<file path="src/rtl/pipe_pkg.sv">
// Shared types for the register-tracking pipeline: destination record and its NOP value.
package pipe_pkg;

  localparam int unsigned RW = 5;

  // Destination information carried down the pipe with each instruction.
  typedef struct packed {
    logic [RW-1:0] rd;
    logic          regwr;
    logic          memrd;
  } dst_t;

  localparam dst_t NOP_DST = '0;

endpackage

</file>
<file path="src/rtl/pipe_stage.sv">
// Generic pipeline register: async active-low reset, synchronous clear to zero.
module pipe_stage #(
  parameter int unsigned Width = 8
) (
  input  logic             i_clk,
  input  logic             i_rst_n,
  input  logic             i_clr,
  input  logic [Width-1:0] i_d,
  output logic [Width-1:0] o_q
);

  logic [Width-1:0] r_q;

  // Capture every edge; clear takes priority over data.
  always_ff @(posedge i_clk or negedge i_rst_n) begin
    if (!i_rst_n) begin
      r_q <= '0;
    end else if (i_clr) begin
      r_q <= '0;
    end else begin
      r_q <= i_d;
    end
  end

  assign o_q = r_q;

endmodule

</file>
<file path="src/rtl/hazard_track.sv">
// Destination tracking through ID/EX, EX/MEM, MEM/WB plus load-use / branch-on-load
// hazard detection, stall/bubble generation and a saturating stall counter.
module hazard_track #(
  parameter int unsigned RW = 5,
  parameter int unsigned CW = 16
) (
  input  logic          clk,
  input  logic          reset,
  input  logic [RW-1:0] id_rs,
  input  logic [RW-1:0] id_rt,
  input  logic [RW-1:0] id_rd,
  input  logic          id_regwr,
  input  logic          id_memrd,
  input  logic          id_uses_rt,
  input  logic          id_branch,
  input  logic          flush,
  output logic [RW-1:0] idex_rs,
  output logic [RW-1:0] idex_rt,
  output logic [RW-1:0] idex_rd,
  output logic          idex_regwr,
  output logic [RW-1:0] exmem_rd,
  output logic [RW-1:0] memwb_rd,
  output logic          exmem_regwr,
  output logic          memwb_regwr,
  output logic          stall,
  output logic          bubble,
  output logic [CW-1:0] stall_cnt
);

  import pipe_pkg::*;

  // Destination records use the package register width, which must match RW.
  localparam int unsigned DstW  = $bits(dst_t);
  localparam int unsigned IdexW = 2 * RW + DstW;
  localparam int unsigned WbW   = RW + 1;

  dst_t             w_id_dst;
  dst_t             w_idex_dst;
  dst_t             w_exmem_dst;
  logic [RW-1:0]    w_idex_rs;
  logic [RW-1:0]    w_idex_rt;
  logic [IdexW-1:0] w_idex_d;
  logic [IdexW-1:0] w_idex_q;
  logic [WbW-1:0]   w_memwb_d;
  logic [WbW-1:0]   w_memwb_q;
  logic             w_lu;
  logic             w_bl;
  logic [CW-1:0]    r_stall_cnt;

  // A squashed ID instruction carries no destination.
  assign w_id_dst = flush ? NOP_DST : {id_rd, id_regwr, id_memrd};
  assign w_idex_d = {id_rs, id_rt, w_id_dst};

  pipe_stage #(
    .Width(IdexW)
  ) u_idex (
    .i_clk  (clk),
    .i_rst_n(reset),
    .i_clr  (bubble),
    .i_d    (w_idex_d),
    .o_q    (w_idex_q)
  );

  assign {w_idex_rs, w_idex_rt, w_idex_dst} = w_idex_q;

  // EX/MEM and MEM/WB never freeze; stalls only hold the front end.
  pipe_stage #(
    .Width(DstW)
  ) u_exmem (
    .i_clk  (clk),
    .i_rst_n(reset),
    .i_clr  (1'b0),
    .i_d    (w_idex_dst),
    .o_q    (w_exmem_dst)
  );

  assign w_memwb_d = {w_exmem_dst.rd, w_exmem_dst.regwr};

  pipe_stage #(
    .Width(WbW)
  ) u_memwb (
    .i_clk  (clk),
    .i_rst_n(reset),
    .i_clr  (1'b0),
    .i_d    (w_memwb_d),
    .o_q    (w_memwb_q)
  );

  // Load in EX feeding a source in ID; rt only counts when it is actually read.
  assign w_lu = w_idex_dst.memrd && (w_idex_dst.rd != '0) &&
                ((w_idex_dst.rd == id_rs) || (id_uses_rt && (w_idex_dst.rd == id_rt)));

  // Branch resolved in ID needs a load result still sitting in MEM.
  assign w_bl = id_branch && w_exmem_dst.memrd && (w_exmem_dst.rd != '0) &&
                ((w_exmem_dst.rd == id_rs) || (w_exmem_dst.rd == id_rt));

  // Flush discards the ID instruction, so its hazard no longer matters.
  assign stall  = (w_lu || w_bl) && !flush;
  assign bubble = stall || flush;

  // Count stalled cycles, sticking at all-ones.
  always_ff @(posedge clk or negedge reset) begin
    if (!reset) begin
      r_stall_cnt <= '0;
    end else if (stall && (r_stall_cnt != {CW{1'b1}})) begin
      r_stall_cnt <= r_stall_cnt + CW'(1);
    end
  end

  assign idex_rs     = w_idex_rs;
  assign idex_rt     = w_idex_rt;
  assign idex_rd     = w_idex_dst.rd;
  assign idex_regwr  = w_idex_dst.regwr;
  assign exmem_rd    = w_exmem_dst.rd;
  assign exmem_regwr = w_exmem_dst.regwr;
  assign memwb_rd    = w_memwb_q[WbW-1:1];
  assign memwb_regwr = w_memwb_q[0];
  assign stall_cnt   = r_stall_cnt;

endmodule

</file>
<file path="config.mk">
export PLATFORM = sky130hd
export DESIGN_NAME = hazard_track
export DESIGN_NICKNAME = d
export VERILOG_FILES = /design/src/rtl/pipe_pkg.sv /design/src/rtl/pipe_stage.sv /design/src/rtl/hazard_track.sv
export SDC_FILE = /design/constraint.sdc
export NUM_CORES = 1
export LEC_CHECK = 0
export CAP_MARGIN = 0
export CORE_AREA = 2 2 65 79
export CTS_CLUSTER_DIAMETER = 40
export DETAILED_ROUTE_END_ITERATION = 6
export DIE_AREA = 0 0 67 81
export PLACE_DENSITY = 0.77
export SYNTH_ARGS = -nofsm -noshare
export SYNTH_HDL_FRONTEND = slang
export SYNTH_SLANG_ARGS = --single-unit
</file>
<file path="constraint.sdc">
create_clock -name clk -period 2.5 [get_ports clk]
set_clock_uncertainty 0.1 [all_clocks]
set_input_delay 0.25 -clock clk [delete_from_list [all_inputs] [get_ports clk]]
set_output_delay 0.25 -clock clk [all_outputs]
set_load 0.005 [all_outputs]
</file>
==> metrics.md <==
| Metric | Value |
|---|---|
| Outcome | `complete, no violations` |
| Netlist Area Pre-Place | `just over 2000 um2` |
| Die Ht | `around 81 um` |
| Worst path most repeated cell | `nor4_2` |
| Placer Congestion | `a little over 0.8` |
| Setup TNS | `0 ns` |
| # nets final | `~270` |
| Clock Latency Late Sink | `~0.29 ns` |
| Logic pwr share | `0.152` |
| PortBufs | `67` |
| Root Driver | `clkbuf_8` |
| Share of layout cells above drive strength 1 | `0.194` |
| Clock network fraction of total power | `0.305` |
| Largest net degree at the start of global routing | `29` |
| DR vias/cell | `4.69` |
| Syn Nets | `191` |
| Cells along the critical path | `xor2_1 > nor4_2 > a32oi_1 > o32a_4 > buf_4 > nor4_2 > mux2_2` |
| End of the worst register-to-register path | `stall_cnt[15]` |
| Count of cell types in the netlist | `31` |
| Fin. Hold Viols | `0` |
| Reg2Reg Setup Slack | `between 0.07 and 0.08 ns` |
| Number of global-route vias before repair | `between 1000 and 1500` |
| RSZ-0062 raised after global routing | `true` |
| Syn_area_per_cell | `between 10 and 15 um2` |
| Slew headroom | `0.733` |
| DRT Pass-1 Iters | `4` |
| Worst Setup End Kind | `register` |
| Worst vdd ir | `a little under 400 uV` |
| Pleak | `between 1 and 1.5 nW` |
| Setup CP Type | `reg2reg` |
| Rows | `28` |
| Reg-to-reg startpoint | `u_idex.o_q[5]` |
| Sw frac | `0.234` |
| FMAX | `roughly 0.41 GHz` |
| Critical Path RT | `roughly 2.6 ns` |
| First-pass GRT wire length | `slightly below 7000 um` |
| Hold Crit Endpoint | `u_memwb.o_q[0]` |
| CTS Sinks | `46` |
| Fillers | `roughly 420` |
| # diodes | `0` |
| TritonCTS clock tree | `built` |
| Seq/Total Area, Yosys | `0.562` |
| Layout area overhead | `46.8%` |
| Final Cycle Share | `0.969` |
| Hold_sp | `u_exmem.o_q[1]` |
| Tmin final | `2.42 ns` |
| Yosys reg bits | `46` |
| Largest stage delay, worst path | `0.45 ns` |
| Sequential power share | `0.543` |
| Initial Utilization | `0.430` |
| Die Wd | `~67 um` |
| Max-cap viol count | `0` |
| Tot Pwr | `1.50 mW` |
| P_int | `approximately 1.1 mW` |
| Core ar. | `~4800 um2` |
| Crit path arrival time | `2.51 ns` |
| Initial antenna violation count | `0` |
| Slew of the pin with the lowest slew margin | `0.401 ns` |
| Switching power | `around 350 uW` |
| Wirelength per Cell | `~14 um` |
| Clock buffer depth | `2` |
| Min-Delay Path Class | `reg2reg` |
| Detailed Route Iter0 Violations | `44` |
| Final Max Tran Viols | `0` |
| CTS clock-pin slew for the worst setup and hold paths | `0.08 ns` |
| Final Setup Violations | `0` |
| CTS H-Tree Depth | `2` |
| Top-Level Pins | `between 60 and 70` |
| R2R depth | `7` |
| Num CTS Buffers | `5` |
| WL final | `around 4300 um` |
| Via count | `about 1500` |
| HPWL after DPL | `~3200 um` |
| Die ar. | `roughly 5400 um2` |
| Mapped Cells | `roughly 170` |
| Congestion Overflow GR | `0` |
| Critical Path Start Type | `register` |
| Pwr dens | `roughly 500 nW/um2` |
| Hold path cells | `0` |
| Final ANT Viol Nets | `0` |
| Yosys warns | `0` |
| CP max FO | `5` |
| Total GRT Usage | `0.171` |
| Drc violations | `0` |
| Slowest CP cell | `dfrtp_2` |
==> metrics by stage <==
step | setup WS (ns) | instances | hold WS (ns) | cell area, um2 | utilization
3_5_place_dp | -0.138 | 297 | 0.101 | 2810 | 0.589
2_1_floorplan | 0.312 | 168 | -0.146 | 2050 | -
4_1_cts | -0.00693 | 312 | 0.293 | 2970 | 0.624
5_1_grt | -0.0364 | 312 | 0.305 | 3010 | 0.632
6_report | 0.0775 | 312 | 0.292 | 3010 | 0.632
3_3_place_gp | -0.132 | 297 | 0.0921 | 2810 | 0.589
==> worst max path at each step <==
| stage | depth (start not counted) | from | to | slack (ns) |
|---|---|---|---|---|
| floorplan | 6 | u_idex.o_q[5] | stall_cnt[15] | 0.31 |
| global route | 7 | u_idex.o_q[5] | stall_cnt[15] | -0.04 |
| finish | 7 | u_idex.o_q[5] | stall_cnt[15] | 0.08 |
| CTS | 7 | u_idex.o_q[3] | stall_cnt[15] | -0.007 |
| global placement | 7 | id_rt[3] | stall | -0.13 |
| detailed placement | 8 | id_rt[3] | stall_cnt[11] | -0.14 |
==> cell type report <==
type	count	area [um2]	area share
sequential	46	1150	0.384
tap	60	75.1	0.0249
timing repair buffer	89	831	0.276
clock buffer	7	86.3	0.0287
inverter	5	18.8	0.00624
multi-input combinational	104	838	0.279
clock inverter	1	5.00	0.00166
==> critical path: cells and delay by family (launching register included) <==
| family | cells | cell delay [ns] |
|---|---|---|
| AO/OA/AOI/OAI | 2 | 0.51 |
| AND/OR/NAND/NOR | 2 | 0.57 |
| multiplexers | 1 | 0.36 |
| buffers and inverters | 1 | 0.16 |
| flip-flops | 1 | 0.45 |
| XOR/XNOR | 1 | 0.18 |
==> placed cells by master (no fill, tap or decap), types with 3 or more instances in the layout <==
cell             synthesis  final
and2_1                  17     17
buf_4                   10     21
clkbuf_8                 0      6
clkdlybuf4s50_1          0     64
dfrtp_1                 46     43
dfrtp_2                  0      3
inv_1                    5      5
nand2_1                  6      6
nand3_1                  5      5
nor2_1                   7      6
nor3_1                   8      8
nor4_2                   6      5
nor4_4                   1      3
nor4b_2                  0      3
xnor2_1                  3      3
xor2_1                  30     30
==> power by group through the flow <==
| stage | Sequential (mW) | Combinational [mW] | Clock (mW) |
|---|---|---|---|
| after CTS | 0.815 | 0.232 | 0.465 |
| after global placement | 0.828 | 0.220 | 0 |
| after global routing | 0.820 | 0.252 | 0.506 |
| final | 0.815 | 0.228 | 0.457 |
| after detailed placement | 0.830 | 0.224 | 0 |
| after floorplan | 0.829 | 0.0759 | 0 |
==> flip-flops by register name (all words and copies together) (netlist names) <==
signal       count
u_idex.o_q      17
stall_cnt       16
u_exmem.o_q      7
u_memwb.o_q      6
==> cells in the mapped netlist <==
master / n / area share
o22ai_1: 1 / 0.0031
buf_6: 1 / 0.0055
mux2_2: 2 / 0.011
nand3_1: 5 / 0.012
xnor2_1: 3 / 0.013
o211ai_1: 1 / 0.0037
a32oi_1: 1 / 0.0043
nor4b_1: 3 / 0.013
nor4_1: 1 / 0.0031
or3_1: 2 / 0.0061
nor2_1: 7 / 0.013
inv_1: 5 / 0.0092
buf_2: 1 / 0.0024
nor4_2: 6 / 0.037
a21oi_1: 1 / 0.0024
o32a_4: 1 / 0.011
o21ai_1: 1 / 0.0024
nor3_1: 8 / 0.020
nand4_1: 1 / 0.0031
xor2_1: 30 / 0.13
or2_2: 1 / 0.0031
a22oi_1: 1 / 0.0037
buf_4: 10 / 0.037
dfrtp_1: 46 / 0.56
clkbuf_1: 1 / 0.0018
nand2_1: 6 / 0.011
a41oi_1: 1 / 0.0043
or4_1: 2 / 0.0073
nor4_4: 1 / 0.010
and2_1: 17 / 0.052
ha_1: 1 / 0.0061
==> metal layers <==
| metal | track usage | share of wire |
|---|---|---|
| met2 | 0.294 | 0.53 |
| met3 | 0.0374 | 0.037 |
| met1 | 0.214 | 0.42 |
| met5 | 0 | 0 |
| met4 | 0.0490 | 0.0098 |
==> kinds of logic after synthesis <==
kind of cell	Yosys count	share of synthesized area
mux	2	0.0110
buf+inv	18	0.0556
simple gates	60	0.190
xor+xnor	33	0.141
flops	46	0.562
fa+ha+maj	1	0.00610
compound gates	8	0.0348
==> timing repair <==
| item | in CTS | in global routing |
|---|---|---|
| hold buffers | 1 | 0 |
| hold endpoints to repair | 18 | 0 |
| buffers inserted | 6 | 0 |
| resized for setup | 8 | 6 |
| pin swaps | 4 | 6 |
| endpoints found under the setup margin | 2 | 15 |
(Power assumes the default switching activity.)
==> edit (same flow settings) <==
Register the output `stall_cnt` once more, without a reset; this adds one clock of latency there. The other outputs are not delayed to match.
--- a/src/rtl/hazard_track.sv
+++ b/src/rtl/hazard_track.sv
@@ -115,7 +115,9 @@
   assign exmem_regwr = w_exmem_dst.regwr;
   assign memwb_rd    = w_memwb_q[WbW-1:1];
   assign memwb_regwr = w_memwb_q[0];
-  assign stall_cnt   = r_stall_cnt;
+  always_ff @(posedge clk) begin
+    stall_cnt <= r_stall_cnt;
+  end
 
 endmodule
 
Formal check against the unedited RTL: not equivalent (Yosys sat finds a counterexample within 4 cycles, from zero or initial values and one cycle with reset low).
==> edit against the original RTL <==
The flow now finishes with violations (negative hold slack); worst setup slack barely moved; final area up 12%; wire length is 8.4% higher; critical path depth shrank 1; synthesized area is 16% higher; sequential cell count up 16; critical path type is now register to output port; final cell count increased by 6.7%; count of clock-buffer cells in the layout rose by 5; combinational power fell by 3%; total power up 41%.
==> edit: results (changes against the original RTL) <==
[routing]
routedWlPerCell_um = 14.0  ; was 13.8 um
drtIter0Drc = 51  ; was 44
viasPerCell = 4.87  ; was 4.69
dr.pass1.iters = 4  ; unchanged

[yosys]
synth_commonest_cells = dfrtp_1 (46), xor2_1 (19), and2_1 (17), dfxtp_1 (16), xnor2_1 (13)  ; was dfrtp_1 (46), xor2_1 (30), and2_1 (17), buf_4 (10), nor3_1 (8)
synth-async-reset-ratio_pct = 74.2  ; was 100%
synth_fp_nets = 208  ; was 191
ys_warn_count = 0  ; unchanged
synthTopCellsByArea = dfrtp_1 (49%), dfxtp_1 (14%), xor2_1 (7.0%), xnor2_1 (4.8%), and2_1 (4.5%)  ; was dfrtp_1 (56%), xor2_1 (13%), and2_1 (5.2%), buf_4 (3.7%), nor4_2 (3.7%)
synth_cell_types = 38  ; was 31
synth_seq_area_share_pct = 62.2  ; was 56.2%
synth_flop_cell = dfrtp_1  ; unchanged

[hold_path]
hp-class = input port to asynchronous set/reset pin  ; was register to register

[timing]
relSlewSlack_pct = 35.5  ; was 73.3%
setup_violations = 0  ; unchanged
finalHoldViolations = 46  ; was 0
whs_ps = -28.2  ; was 292 ps

[cts]
root_buffer = clkbuf_8  ; unchanged
h-tree-depth = 3  ; was 2
path_clk_slew_ps = 60  ; was 80 ps
clk_latency_ps = 330  ; was 290 ps
cts_buffers = 9  ; was 5
cts_buffer_depth = 2  ; unchanged

[worst_setup_path]
worstPathMaxFanout = 5  ; unchanged
reg2reg_from = u_idex.o_q[4]  ; was u_idex.o_q[5]
r2r_cells = 8  ; was 7
cp_slowest_cell = dfrtp_2  ; unchanged
cpPeakStageDelay_ps = 450  ; about the same
r2r_slack_ps = 90
critPathArrivalTime_ps = 2070  ; was 2510 ps
rr_endpoint = r_stall_cnt[12]  ; was stall_cnt[15]

[grt]
grt_max_degree = 47  ; was 29
grtUsageTotal_pct = 19.3  ; was 17.1%
antenna_found_initial = 0  ; unchanged
grt_pass1_wl_mm = 7.47  ; was 6.96 mm

[cells_and_area]
nets = 291  ; was 274
diodes = 0  ; unchanged
layout-drive-gt1-share_pct = 18.3  ; was 19.4%
largest_register_ffs = 17  ; unchanged

[outcome]
status = complete, but fails checks  ; was completed
violations = negative hold slack

[place]
dpl_cell_area_sq_um = 3050  ; was 2810 sq um
dp_hpwl_mm = 3.07  ; was 3.19 mm
io_buffers = 67  ; unchanged
gp_congestion = 0.793  ; was 0.806

[power]
p_sw_share_pct = 22.3  ; was 23.4%
ir_worst_vdd_uv = 423  ; was 391 uV
p_leak_nw = 1.49  ; was 1.35 nW

==> edit: changes by cell type after synthesis, sizes merged, moves of 2 or more <==
| cell | unedited run | this run |
|---|---|---|
| and3 | 0 | 3 |
| dfxtp | 0 | 16 |
| inv | 5 | 3 |
| nand3 | 5 | 8 |
| nand4 | 1 | 7 |
| nor2b | 0 | 2 |
| nor3 | 8 | 5 |
| nor4 | 8 | 2 |
| nor4b | 3 | 0 |
| or3 | 2 | 0 |
| xnor2 | 3 | 13 |
| xor2 | 30 | 19 |
==> edit: worst max-delay path by stage <==
stage | slack, ps | from | depth (start not counted) | to
after floorplan | 450 | u_idex.o_q[5] | 6 | r_stall_cnt[12]
after global placement | -40 | id_rt[3] | 8 | r_stall_cnt[12]
after detailed placement | -130 | id_rt[3] | 8 | r_stall_cnt[12]
after CTS | 20 | u_idex.o_q[3] | 6 | stall
after global routing | -30 | u_idex.o_q[5] | 8 | r_stall_cnt[12]
final | 80 | u_idex.o_q[4] | 6 | stall
==> edit: per-layer routing <==
metal  up-vias  routed length, um  track usage [%]
li1        780                  -                -
met1       779               1960             23.4
met2        52               2320             29.8
met3        11                283             6.23
met4         0                102             11.2
met5         -                  0                0
==> edit: layout make-up <==
cell class                      count  area [sq um]
Fill cell                         367          1400
Multi-Input combinational cell    108           826
Clock buffer                       12           135
Clock inverter                      4          47.5
Inverter                            3          11.3
Sequential cell                    62          1480
Timing Repair Buffer               84           793
Tap cell                           60          75.1
==> edit: per-stage QoR <==
stage,setup slack (ps),hold WS (ps),std cells
6_report,77.9,-28.2,333
5_1_grt,-31.7,61.2,333
4_1_cts,17.0,2.54,327
3_5_place_dp,-133,265,304
3_3_place_gp,-43.6,270,304
2_1_floorplan,446,-146,185
==> edit: critical path: cells and delay by family, from the launching register on <==
family,cells,cell delay [ps]
AOI/OAI and AO/OA,2,470
DFF,1,450
buffers and inverters,2,340
and+or+nand+nor,1,290
xor gates and xnor gates,1,200
==> edit: power by group through the flow <==
stage	Sequential [mW]	Combinational [mW]	Clock (mW)
after floorplan	1.10	0.0750	0
after global placement	1.10	0.199	0
after detailed placement	1.10	0.203	0
after CTS	1.08	0.217	0.823
after global routing	1.08	0.243	0.878
final	1.08	0.222	0.810
==> edit: logic make-up (layout without fill, tap and decap cells) <==
logic type	Yosys count	count (layout)	share of synthesized area (%)
AND/OR/NAND/NOR	62	62	15.9
buffers and inverters	15	103	4.33
adder cells (fa/ha/maj)	1	1	0.528
multiplexers	2	2	1.11
XOR/XNOR	32	32	11.8
AO/OA/AOI/OAI	11	11	4.18
flip-flops	62	62	62.2
==> edit: timing repair <==
item                                    in CTS  in global routing
buffers inserted                             7                  6
pin swaps                                    5                  4
endpoints found under the setup margin       2                  4
resized for setup                            7                 10
hold endpoints to repair                     0                  0
cloned                                       0                  0
